### config.mk
export PLATFORM = sky130hd
export DESIGN_NAME = instruction_fetch_unit
export DESIGN_NICKNAME = d
export VERILOG_FILES = /design/src/rtl/cpu_pkg.sv /design/src/rtl/fetch_pc_reg.sv /design/src/rtl/instruction_fetch_unit.sv
export SDC_FILE = /design/constraint.sdc
export NUM_CORES = 1
export LEC_CHECK = 0
export ABC_AREA = 1
export BUFFER_PORTS_ARGS = -buffer_cell sky130_fd_sc_hd__buf_2
export CORE_MARGIN = 5
export CORE_UTILIZATION = 55
export DETAILED_ROUTE_END_ITERATION = 8
export PLACE_DENSITY_LB_ADDON = 0.05
export SKIP_CTS_REPAIR_TIMING = 1
export SYNTH_ARGS = -nofsm -noshare
export SYNTH_HDL_FRONTEND = slang
export SYNTH_SLANG_ARGS = --single-unit
### constraint.sdc
create_clock -name Clk -period 2.96 [get_ports Clk]
set_input_delay 0 -clock Clk [delete_from_list [all_inputs] [get_ports Clk]]
set_output_delay 0 -clock Clk [all_outputs]
set_load 0.01 [all_outputs]
### src/rtl/cpu_pkg.sv
// rtl/cpu_pkg.sv - shared CPU widths, halt encoding, fetch states and instruction field layout
package cpu_pkg;

  localparam int          DEF_ADDR_W    = 16;
  localparam int          DEF_DATA_W    = 32;
  localparam logic [31:0] DEF_HALT_WORD = 32'hFFFF_FFFF;

  typedef enum logic [1:0] {
    FETCH_IDLE,
    FETCH_REQ,
    FETCH_WAIT,
    FETCH_HOLD
  } fetch_state_e;

  // Register/ALU form: Cond[31:28] OpCode[27:24] S[23] dest[22:19] src2[18:15] src1[14:11] IV_ShftRor[10:6]
  typedef struct packed {
    logic [3:0] cond;
    logic [3:0] opcode;
    logic       s;
    logic [3:0] dest;
    logic [3:0] src2;
    logic [3:0] src1;
    logic [4:0] iv_shft_ror;
    logic [5:0] rsvd;
  } instr_alu_t;

  // Move-immediate form: IV_Mov[18:3] overlays src2/src1/IV_ShftRor
  typedef struct packed {
    logic [3:0]  cond;
    logic [3:0]  opcode;
    logic        s;
    logic [3:0]  dest;
    logic [15:0] iv_mov;
    logic [2:0]  rsvd;
  } instr_mov_t;

  typedef union packed {
    instr_alu_t alu;
    instr_mov_t mov;
  } instr_t;

endpackage

### src/rtl/fetch_pc_reg.sv
// rtl/fetch_pc_reg.sv - program counter with redirect load and wrapping increment
module fetch_pc_reg #(
  parameter int                ADDR_W   = 16,
  parameter logic [ADDR_W-1:0] RESET_PC = '0
) (
  input  logic              clk_i,
  input  logic              rst_ni,
  input  logic              load_i,
  input  logic [ADDR_W-1:0] target_i,
  input  logic              inc_i,
  output logic [ADDR_W-1:0] pc_o
);

  logic [ADDR_W-1:0] pc_q, pc_d;

  // Redirect beats increment; the increment wraps silently at the top of the address space.
  always_comb begin
    pc_d = pc_q;
    if (load_i) begin
      pc_d = target_i;
    end else if (inc_i) begin
      pc_d = pc_q + ADDR_W'(1);
    end
  end

  always_ff @(posedge clk_i or negedge rst_ni) begin
    if (!rst_ni) begin
      pc_q <= RESET_PC;
    end else begin
      pc_q <= pc_d;
    end
  end

  assign pc_o = pc_q;

endmodule

### src/rtl/instruction_fetch_unit.sv
// rtl/instruction_fetch_unit.sv - PC-driven instruction fetch with RAM sharing, redirect and halt
module instruction_fetch_unit
  import cpu_pkg::*;
#(
  parameter int                ADDR_W    = DEF_ADDR_W,
  parameter int                DATA_W    = DEF_DATA_W,
  parameter int                RAM_LAT   = 1,
  parameter logic [ADDR_W-1:0] RESET_PC  = '0,
  parameter logic [DATA_W-1:0] HALT_WORD = DEF_HALT_WORD
) (
  input  logic              Clk,
  input  logic              Reset,
  input  logic              run,
  input  logic              mem_busy,
  input  logic              pc_load,
  input  logic [ADDR_W-1:0] pc_target,
  input  logic [DATA_W-1:0] Ram_data,
  output logic              Enable,
  output logic              RW_ram,
  output logic [ADDR_W-1:0] Address_out,
  output logic [DATA_W-1:0] instruction,
  output logic [ADDR_W-1:0] instr_pc,
  output logic              instr_valid,
  input  logic              instr_ready,
  output logic [ADDR_W-1:0] pc,
  output logic              halted
);

  fetch_state_e      state_q, state_d;
  logic [1:0]        cnt_q, cnt_d;
  logic              enable_q, enable_d;
  logic [ADDR_W-1:0] addr_q, addr_d;
  logic [DATA_W-1:0] instr_q, instr_d;
  logic [ADDR_W-1:0] instr_pc_q, instr_pc_d;
  logic              valid_q, valid_d;
  logic              halted_q, halted_d;
  logic              pc_inc;
  logic [ADDR_W-1:0] pc_cur;
  logic [ADDR_W-1:0] pc_next;
  logic              handshake;
  logic              can_start;

  fetch_pc_reg #(
    .ADDR_W   (ADDR_W),
    .RESET_PC (RESET_PC)
  ) u_pc (
    .clk_i    (Clk),
    .rst_ni   (Reset),
    .load_i   (pc_load),
    .target_i (pc_target),
    .inc_i    (pc_inc),
    .pc_o     (pc_cur)
  );

  assign pc_next   = pc_load ? pc_target : pc_cur;
  assign handshake = valid_q & instr_ready;
  assign can_start = run & ~mem_busy & ~halted_q;

  always_comb begin
    state_d    = state_q;
    cnt_d      = cnt_q;
    instr_d    = instr_q;
    instr_pc_d = instr_pc_q;
    valid_d    = valid_q;
    halted_d   = halted_q;
    pc_inc     = 1'b0;

    if (pc_load) begin
      // Redirect drops whatever is in flight or held; a handshake in the same cycle still consumed it.
      valid_d  = 1'b0;
      halted_d = 1'b0;
      cnt_d    = '0;
      state_d  = (run && !mem_busy) ? FETCH_REQ : FETCH_IDLE;
    end else begin
      unique case (state_q)
        FETCH_IDLE: begin
          if (can_start) state_d = FETCH_REQ;
        end
        FETCH_REQ: begin
          if (mem_busy) begin
            state_d = FETCH_IDLE;
          end else begin
            cnt_d   = 2'(RAM_LAT);
            state_d = FETCH_WAIT;
          end
        end
        FETCH_WAIT: begin
          if (mem_busy) begin
            cnt_d   = '0;
            state_d = FETCH_IDLE;
          end else if (cnt_q <= 2'd1) begin
            cnt_d      = '0;
            instr_d    = Ram_data;
            instr_pc_d = pc_cur;
            valid_d    = 1'b1;
            pc_inc     = 1'b1;
            if (Ram_data == HALT_WORD) halted_d = 1'b1;
            state_d    = FETCH_HOLD;
          end else begin
            cnt_d = cnt_q - 2'd1;
          end
        end
        FETCH_HOLD: begin
          if (handshake) begin
            valid_d = 1'b0;
            state_d = can_start ? FETCH_REQ : FETCH_IDLE;
          end
        end
        default: state_d = FETCH_IDLE;
      endcase
    end

    enable_d = (state_d == FETCH_REQ) || (state_d == FETCH_WAIT);
    addr_d   = (state_d == FETCH_REQ) ? pc_next : addr_q;
  end

  always_ff @(posedge Clk or negedge Reset) begin
    if (!Reset) begin
      state_q    <= FETCH_IDLE;
      cnt_q      <= '0;
      enable_q   <= 1'b0;
      addr_q     <= RESET_PC;
      instr_q    <= '0;
      instr_pc_q <= '0;
      valid_q    <= 1'b0;
      halted_q   <= 1'b0;
    end else begin
      state_q    <= state_d;
      cnt_q      <= cnt_d;
      enable_q   <= enable_d;
      addr_q     <= addr_d;
      instr_q    <= instr_d;
      instr_pc_q <= instr_pc_d;
      valid_q    <= valid_d;
      halted_q   <= halted_d;
    end
  end

  assign Enable      = enable_q;
  assign RW_ram      = 1'b1;
  assign Address_out = addr_q;
  assign instruction = instr_q;
  assign instr_pc    = instr_pc_q;
  assign instr_valid = valid_q;
  assign pc          = pc_cur;
  assign halted      = halted_q;

endmodule

==> impl_metrics.env, run 1 <==
export IMPL_status="finished, violations left"
export IMPL_violations="negative hold slack"
export IMPL_dieHeight_um=98.04
export IMPL_place_inst=740
export IMPL_drive_gt1_frac=0.2596
export IMPL_die_w_um=98.04
export IMPL_relSlewSlack=0.2747
export IMPL_postSynthAreaPerCell_sq_um=8.166
export IMPL_grt_pass1_wl_um=18440
export IMPL_reg2reg_to="u_pc.pc_o[14]"
export IMPL_grt_pass1_vias=3777
export IMPL_drt_wl_total_um=12070
export IMPL_final_antenna_net_count=0
export IMPL_r2r_slack_ns=0.66
export IMPL_wl_per_cell_um=15.03
export IMPL_power_density_nw_per_um2=599.6
export IMPL_num_io_pins=138
export IMPL_cts_sinks=87
export IMPL_crit_reg2reg_launch="state_q[1]"
export IMPL_synth_top_area_share=0.5107
export IMPL_timing_hold_ws_ns=-0.02673
export IMPL_worstSetupEndpointType="flop"
export IMPL_min_path_type="in2reg"
export IMPL_place_congestion=0.8630
export IMPL_syn_area_sq_um=4263
export IMPL_ys_ff_latch=87
export IMPL_fin_util=0.7295
export IMPL_max_freq_mhz=434.5
export IMPL_dp_hpwl_um=7852
export IMPL_cts_buffer_depth=2
export IMPL_fin_worst_skew_ns=0.005873
export IMPL_finalCritPeriodShare=0.7775
export IMPL_setup_viol=0
export IMPL_worst_pin_slew_ns=1.088
export IMPL_path_clk_slew_ns=0.08
export IMPL_rsz0062_at_grt="no"
export IMPL_synth_warnings=0
export IMPL_coreArea_sq_um=7647
export IMPL_n_antenna_cell=0
export IMPL_numCtsBuffers=9
export IMPL_synth_top_cell_by_area="dfrtp_1"
export IMPL_fin_crit_ns=2.301
export IMPL_syn2layout_area_growth_pct=30.88
export IMPL_ys_seq_area_frac=0.5107
export IMPL_dr_pass1_iters=5
export IMPL_clk_latency_ns=0.36
export IMPL_startpoint_type="flop"
export IMPL_hold_viol=1
export IMPL_port_buffers=136
export IMPL_htree_num_levels=3
export IMPL_startpoint="state_q[1]"
export IMPL_ff2ff_path_depth=10
export IMPL_rows=32
export IMPL_dr_total_vias=4169
export IMPL_crit_fanout=64
export IMPL_power_leakage_nw=3.023
export IMPL_dieArea_sq_um=9611
export IMPL_grt_use_total=0.2366
export IMPL_cp_arrival_ns=2.60
export IMPL_drt_iter0_drc=223
export IMPL_maxCapViolCount=0
export IMPL_synth_cells=522
export IMPL_grt_antenna_before_repair=0
export IMPL_ys_types=34
export IMPL_synth_area_leaders="dfrtp_1, nand2_1, nand3_1"
export IMPL_cts_tree="done"
export IMPL_slew_viol_final=0
export IMPL_cts_root_buf="clkbuf_8"
export IMPL_peakVddDrop_v=0.0002857
export IMPL_viasPerCell=5.192
export IMPL_stdcell_count=803
export IMPL_fin_nets=752
export IMPL_grt_max_degree=88
export IMPL_remaining_drc_errors=0
export IMPL_finalPower_mw=3.345
export IMPL_crit_end="u_pc.pc_o[14]"
export IMPL_critPathRequiredTime_ns=3.26
export IMPL_grt_ovfl_total=0
export IMPL_setup_tns_ns=0
export IMPL_synthesis_nets=578
export IMPL_start_util=0.5574
export IMPL_crit_type="reg2reg"
==> metrics by stage <==
step,area (sq um),hold WS [ns],worst slack [ns]
6_report,5579,-0.02673,0.6586
5_1_grt,5579,0.01528,0.3457
4_1_cts,5109,-0.1225,0.6761
3_5_place_dp,4886,0.2557,0.7173
3_3_place_gp,4886,0.2467,0.7960
2_1_floorplan,4263,-0.2956,1.021
==> routing by layer <==
layer / track usage / wire, um
met5: 0 / 0
met4: 0.09265 / 227
met3: 0.05071 / 912
met2: 0.3743 / 5872
met1: 0.3197 / 5059
==> synthesized netlist by cell type (all sizes together) <==
| master | number |
|---|---|
| o21ai | 37 |
| o21a | 1 |
| nand3b | 1 |
| o211ai | 1 |
| a31oi | 6 |
| nor3 | 5 |
| nand3 | 56 |
| o22ai | 1 |
| dfrtp | 87 |
| ha | 2 |
| nor2 | 50 |
| nand4 | 6 |
| a22oi | 1 |
| clkbuf | 1 |
| o21bai | 1 |
| o31ai | 2 |
| conb | 1 |
| a21oi | 16 |
| inv | 40 |
| nand2 | 183 |
| buf | 24 |
==> cells by family after synthesis <==
| kind of cell | count (synthesis) | share of synthesized area |
|---|---|---|
| other cells | 1 | 0.0008797 |
| compound gates | 66 | 0.09628 |
| fa+ha+maj | 2 | 0.005869 |
| simple gates | 301 | 0.2982 |
| buf+inv | 65 | 0.08805 |
| flops | 87 | 0.5107 |
==> power breakdown <==
part	leakage, nW	switching, mW	internal, mW
logic	1.80	0.497	0.357
registers	1.11	0.152	1.41
clock network	0.110	0.426	0.499
total	3.02	1.08	2.27
==> critical path, cell delays in order, from the launching register on <==
cell and delay, ns:
dfrtp_1 0.40, inv_2 0.07, nor2_4 0.14, nand3_2 0.08, buf_4 0.21, inv_2 0.07, buf_4 0.35, nand2_4 0.49
nor2_1 0.24, nand2_1 0.07, nand3_1 0.08
==> layout make-up <==
type | instances | area, sq um
clock buffer | 11 | 141.4
clock inverter | 5 | 81.33
fill | 603 | 2068
inverter | 40 | 150.1
multi-input combinational | 370 | 1710
sequential | 87 | 2177
tap | 102 | 127.6
timing repair buffer | 188 | 1191
==> sequential cells by signal (all words and copies together) (netlist names) <==
register / count
instr_pc: 16
halted: 1
state_q: 2
instruction: 32
u_pc.pc_o: 16
Address_out: 16
instr_valid: 1
Enable: 1
cnt_q: 2
==> placed cells by master (no fill, tap or decap), types with 2 or more instances in the layout <==
cell type and instances:
o21ai_0 21, buf_4 6, buf_2 135, ha_1 2
dlygate4sd3_1 47, a31oi_1 6, a21oi_1 15, inv_2 4
inv_1 36, bufinv_16 2, o21ai_1 2, o21ai_2 14
nand3_1 54, nor2_1 47, clkbuf_8 10, nand3_2 2
nor2_2 2, nand2_1 181, nand4_1 6, o31ai_1 2
dfrtp_1 87, nor3_1 5
==> worst min path at each step <==
stage / from / endpoint / slack (ns) / depth (start not counted)
final: pc_target[5] / Address_out[5] / -0.03 / 3
after global placement: Ram_data[31] / instruction[31] / 0.25 / 3
after detailed placement: Ram_data[2] / instruction[2] / 0.26 / 3
after global routing: pc_target[10] / Address_out[10] / 0.02 / 3
after CTS: Reset / instruction[22] / -0.12 / 1
after floorplan: Reset / Address_out[0] / -0.30 / 0
Power figures use the tool's default switching activity.
==> run 2: changes to the inputs <==
Settings changed: CORE_UTILIZATION 55 to 51.
Clock period 2.96 ns to 2.15 ns, I/O delays scaled along.
==> run 2 against run 1 <==
Effect of this change: sequential cell count is the same; clock skew up 0.0058 ns; setup slack worse by 0.31 ns; die area is 7.0% higher; the run still ends with negative hold slack left; fmax grew 27%; combinational power up 38%; sequential power is 37% higher; critical endpoint is now Address_out[6]; core utilization down 5.2 points; hold slack got worse by 0.012 ns; largest power group unchanged; critical path depth fell by 1; routed wire length fell by 1.3%; first-iteration DRC count is 17% lower.
==> impl_metrics.env, run 2 (synthesis gave the netlist of run 1 again) <==
export IMPL_final_common_cell="nand2_1"
export IMPL_dieArea_sq_um=10290
export IMPL_n_antenna_cell=0
export IMPL_drt_iter0_drc=184
export IMPL_p_sw_frac=0.3455
export IMPL_timing_hold_ws_ns=-0.03842
export IMPL_slew_viol_final=0
export IMPL_htree_num_levels=3
export IMPL_setup_viol=0
export IMPL_place_congestion=0.8754
export IMPL_cts_tree="done"
export IMPL_startpoint_type="flop"
export IMPL_seq_power_share=0.491
export IMPL_rows=33
export IMPL_power_switching_mw=1.513
export IMPL_combPwrFrac=0.269
export IMPL_worst_pin_slew_ns=0.7440
export IMPL_numCtsBuffers=9
export IMPL_ff2ff_path_depth=9
export IMPL_num_io_pins=138
export IMPL_port_buffers=136
export IMPL_remaining_drc_errors=0
export IMPL_status="finished, violations left"
export IMPL_fin_worst_skew_ns=0.01172
export IMPL_grt_use_total=0.2273
export IMPL_worstHoldStart="pc_target[13]"
export IMPL_crit_reg2reg_launch="state_q[0]"
export IMPL_power_leakage_nw=2.998
export IMPL_start_util=0.5214
export IMPL_finalCritPeriodShare=0.8400
export IMPL_most_common_layout_cells="nand2_1, buf_2, dfrtp_1"
export IMPL_path_clk_slew_ns=0.09
export IMPL_reg2reg_to="Address_out[6]"
export IMPL_crit_slowest_cell="dfrtp_1"
export IMPL_syn2layout_area_growth_pct=30.03
export IMPL_design_area_sq_um=5543
export IMPL_place_inst=744
export IMPL_viasPerCell=5.024
export IMPL_drt_wl_total_um=11920
export IMPL_grt_max_degree=65
export IMPL_place_ws_ns=0.3473
export IMPL_coreArea_sq_um=8175
export IMPL_p_clk_frac=0.240
export IMPL_maxCapViolCount=0
export IMPL_dp_hpwl_um=8241
export IMPL_power_density_nw_per_um2=790.2
export IMPL_fin_crit_ns=1.806
export IMPL_setup_tns_ns=0
export IMPL_relSlewSlack=0.5040
export IMPL_dr_pass1_iters=5
export IMPL_largest_reg_flops=32
export IMPL_fin_util=0.6780
export IMPL_cellInternalPower_mw=2.867
export IMPL_dr_total_vias=4049
export IMPL_drive_gt1_frac=0.2611
export IMPL_final_antenna_net_count=0
export IMPL_hold_end="Address_out[13]"
export IMPL_cts_root_buf="clkbuf_8"
export IMPL_crit_fanout=17
export IMPL_cp_arrival_ns=2.05
export IMPL_min_path_type="in2reg"
export IMPL_fin_nets=752
export IMPL_r2r_slack_ns=0.34
export IMPL_rsz0062_at_grt="no"
export IMPL_hold_viol=3
export IMPL_cts_sinks=87
export IMPL_hold_depth=3
export IMPL_critical_path_cell_chain="nor2_4 > nand3_2 > inv_2 > a21oi_1 > o22ai_1 > ha_1 > inv_1 > nor2_1 > a21oi_1"
export IMPL_grt_ovfl_total=0
export IMPL_clk_latency_ns=0.36
export IMPL_post_route_worst_setup_slack_ns=0.3440
export IMPL_wl_per_cell_um=14.79
export IMPL_cpMostUsedCell="a21oi_1"
export IMPL_peakVddDrop_v=0.0003529
export IMPL_crit_type="reg2reg"
export IMPL_dieHeight_um=101.4
export IMPL_die_w_um=101.4
export IMPL_cp_slowest_stage_delay_ns=0.43
export IMPL_grt_pass1_wl_um=18480
export IMPL_max_freq_mhz=553.7
export IMPL_grt_antenna_before_repair=0
export IMPL_violations="negative hold slack"
export IMPL_grt_pass1_vias=3800
export IMPL_critPathRequiredTime_ns=2.40
export IMPL_stdcell_count=806
export IMPL_worstSetupEndpointType="flop"
export IMPL_cts_buffer_depth=2
export IMPL_placed_cell_area_sq_um=4910
[run 2: layer usage]
metal / up-vias / wire [um] / GRT usage
met5: - / 0 / 0
met4: 0 / 88 / 0.06237
met3: 8 / 846 / 0.04614
met2: 155 / 5521 / 0.3481
met1: 1863 / 5461 / 0.3304
li1: 2023 / - / -
[run 2: critical path, delay by kind of cell, from the launching register on]
| kind | cells | cell delay [ns] |
|---|---|---|
| buffers and inverters | 2 | 0.31 |
| flip-flops | 1 | 0.43 |
| AO/OA/AOI/OAI | 3 | 0.31 |
| adder cells (fa/ha/maj) | 1 | 0.21 |
| AND/OR/NAND/NOR | 3 | 0.44 |
[run 2: how the worst max path moves through the flow]
stage / from / to / cells past startpoint
floorplan: state_q[0] / Address_out[0] / 12
global placement: state_q[1] / Address_out[6] / 10
detailed placement: state_q[0] / Address_out[6] / 9
CTS: state_q[0] / Address_out[6] / 9
global route: pc_load / u_pc.pc_o[14] / 7
finish: state_q[0] / Address_out[6] / 9
[run 2: cell type report]
type	instances	area (sq um)
clock buffers	10	127.6
clock inverters	6	45.04
fillers	714	2633
inverters	40	150.1
multi-input cells	370	1710
flip-flops and latches	87	2177
well taps	105	131.4
repair buffers	188	1201
[run 2: power groups by stage]
stage / registers [mW] / clock network [mW] / logic, mW
2_1_floorplan: 2.31 / 0 / 0.449
3_3_place_gp: 2.18 / 0 / 1.10
3_5_place_dp: 2.18 / 0 / 1.13
4_1_cts: 2.15 / 1.07 / 1.13
5_1_grt: 2.20 / 1.14 / 1.32
6_report: 2.15 / 1.05 / 1.18
[run 2: stage by stage]
| stage | total power [mW] | hold WS, ns |
|---|---|---|
| detailed placement | 3.306 | 0.05120 |
| global placement | 3.274 | 0.05641 |
| global route | 4.662 | 0.004912 |
| floorplan | 2.761 | -0.2956 |
| CTS | 4.352 | -0.3446 |
| finish | 4.380 | -0.03842 |
==> run 3: changes to the inputs <==
Settings changed: CORE_UTILIZATION 51 to 46.
Clock period 2.15 ns to 1.45 ns, I/O delays scaled along.
==> run 3 against run 2 <==
Effect of this change: the run ends with negative hold slack, negative setup slack left; routed wire length rose by 5.6%; fmax rose by 7.9%; power rose by 59%; cell count rose by 5.2%; global-route usage fell by 2.2 points; combinational power rose by 67%; clock power rose by 74%; core utilization fell by 0.80 points; register-to-register slack got worse by 0.57 ns; critical path depth fell by 1; sequential cell count did not move; non-clock buffer count rose by 35; critical path type unchanged.
==> impl_metrics.env, run 3 (synthesis gave the netlist of run 1 again) <==
export IMPL_violations="negative hold slack, negative setup slack"
export IMPL_remaining_drc_errors=0
export IMPL_place_ws_ns=-0.2473
export IMPL_top_layer="met4"
export IMPL_drt_iter0_drc=227
export IMPL_dr_total_vias=4236
export IMPL_finalPower_mw=6.984
export IMPL_cts_tree="done"
export IMPL_grt_use_total=0.2054
export IMPL_cts_buffer_depth=2
export IMPL_final_common_cell="nand2_1"
export IMPL_crit_fanout=8
export IMPL_peakVddDrop_v=0.0006010
export IMPL_dp_hpwl_um=8564
export IMPL_min_path_type="in2reg"
export IMPL_port_buffers=136
export IMPL_crit_reg2reg_launch="state_q[0]"
export IMPL_fin_crit_ns=1.674
export IMPL_grt_pass1_vias=3765
export IMPL_die_w_um=106.3
export IMPL_crit_type="reg2reg"
export IMPL_worstSetupEndpointType="flop"
export IMPL_dieArea_sq_um=11290
export IMPL_setup_viol=65
export IMPL_drt_wl_total_um=12580
export IMPL_timing_hold_ws_ns=-0.03532
export IMPL_rows=35
export IMPL_dr_wl_met3_um=681
export IMPL_m1WireLength_um=5688
export IMPL_power_density_nw_per_um2=1139
export IMPL_hold_viol=4
export IMPL_most_common_layout_cells="nand2_1, buf_2, dfrtp_1"
export IMPL_maxCapViolCount=0
export IMPL_largest_reg_flops=32
export IMPL_cts_sinks=87
export IMPL_status="finished, violations left"
export IMPL_cp_arrival_ns=1.96
export IMPL_place_congestion=0.8266
export IMPL_wl_met2_um=6034
export IMPL_path_clk_slew_ns=0.10
export IMPL_power_leakage_nw=3.273
export IMPL_fin_nets=788
export IMPL_drive_gt1_frac=0.3528
export IMPL_grt_ovfl_total=0
export IMPL_start_util=0.4658
export IMPL_worstHoldStart="mem_busy"
export IMPL_startpoint="state_q[0]"
export IMPL_wl_per_cell_um=14.84
export IMPL_startpoint_type="flop"
export IMPL_n_antenna_cell=0
export IMPL_fin_worst_skew_ns=0.01040
export IMPL_finalCritPeriodShare=1.154
export IMPL_dr_pass1_iters=5
export IMPL_grt_max_degree=38
export IMPL_clk_latency_ns=0.36
export IMPL_syn2layout_area_growth_pct=43.85
export IMPL_slew_viol_final=0
export IMPL_numCtsBuffers=9
export IMPL_critPathRequiredTime_ns=1.73
export IMPL_dieHeight_um=106.3
export IMPL_max_freq_mhz=597.4
export IMPL_rsz0062_at_grt="yes"
export IMPL_post_route_worst_setup_slack_ns=-0.2239
export IMPL_htree_num_levels=3
export IMPL_final_antenna_net_count=0
export IMPL_num_io_pins=138
export IMPL_grt_antenna_before_repair=0
export IMPL_cts_root_buf="clkbuf_8"
export IMPL_grt_pass1_wl_um=18710
export IMPL_viasPerCell=4.995
export IMPL_coreArea_sq_um=9153
-- run 3: cell types whose count changed in the layout (fill, tap and decap cells not counted), moves of 5 or more --
cell,delta
o21ai_0,-9
o21ai_1,+8
nand2_1,-10
buf_4,+26
nand3_2,+6
nand3_1,-6
nand2_2,+8
buf_12,+5
nor2_1,-6
-- run 3: path summary, 6_finish.rpt --
check                      depth (start not counted)  slack [ns]         endpoint
min                                                4       -0.04         cnt_q[0]
min in group asynchronous                          2        0.12  instruction[22]
max reg2reg                                        8       -0.22  Address_out[14]
max in group asynchronous                          3        0.80     u_pc.pc_o[9]
min reg2reg                                        2        0.47  instruction[25]
max                                                8       -0.22  Address_out[14]
-- run 3: stage by stage --
stage                     hold WS [ns]  cell area [sq um]  instances  setup TNS (ns)    util
final                         -0.03532               6132        848          -8.170  0.6700
after global placement        -0.02830               5156        772          -9.134  0.5634
after detailed placement      -0.02419               5156        772          -11.10  0.5634
after global routing         -0.001938               6132        848          -13.52  0.6700
after floorplan                -0.2956               4297        522          -4.714       -
after CTS                      -0.4191               5371        788          -12.06  0.5869
-- run 3: power breakdown --
group,switching (mW),internal [mW]
registers,0.298,2.89
logic,1.10,0.874
clock network,0.921,0.907
total,2.32,4.67
-- run 3: layout make-up --
cell class	instances	area, sq um
clock buffers	11	151.4
repair buffers	223	1562
flip-flops and latches	87	2180
multi-input cells	371	1874
clock inverters	5	63.81
fillers	789	3020
well taps	111	138.9
inverters	40	162.7
-- run 3: routing by layer --
metal / track usage / vias to the layer above
met5: 0 / -
met4: 0.05550 / 0
met3: 0.03339 / 18
met2: 0.3330 / 135
met1: 0.2865 / 1978
li1: - / 2105
-- run 3: worst max-delay path, cell delays in order, from the launching register on --
cell and delay [ns]:
dfrtp_1 0.46, nand2_2 0.14, inv_2 0.06, a21oi_2 0.19, nand3_2 0.13, ha_4 0.19, buf_6 0.11, clkbuf_16 0.16
a31oi_1 0.17
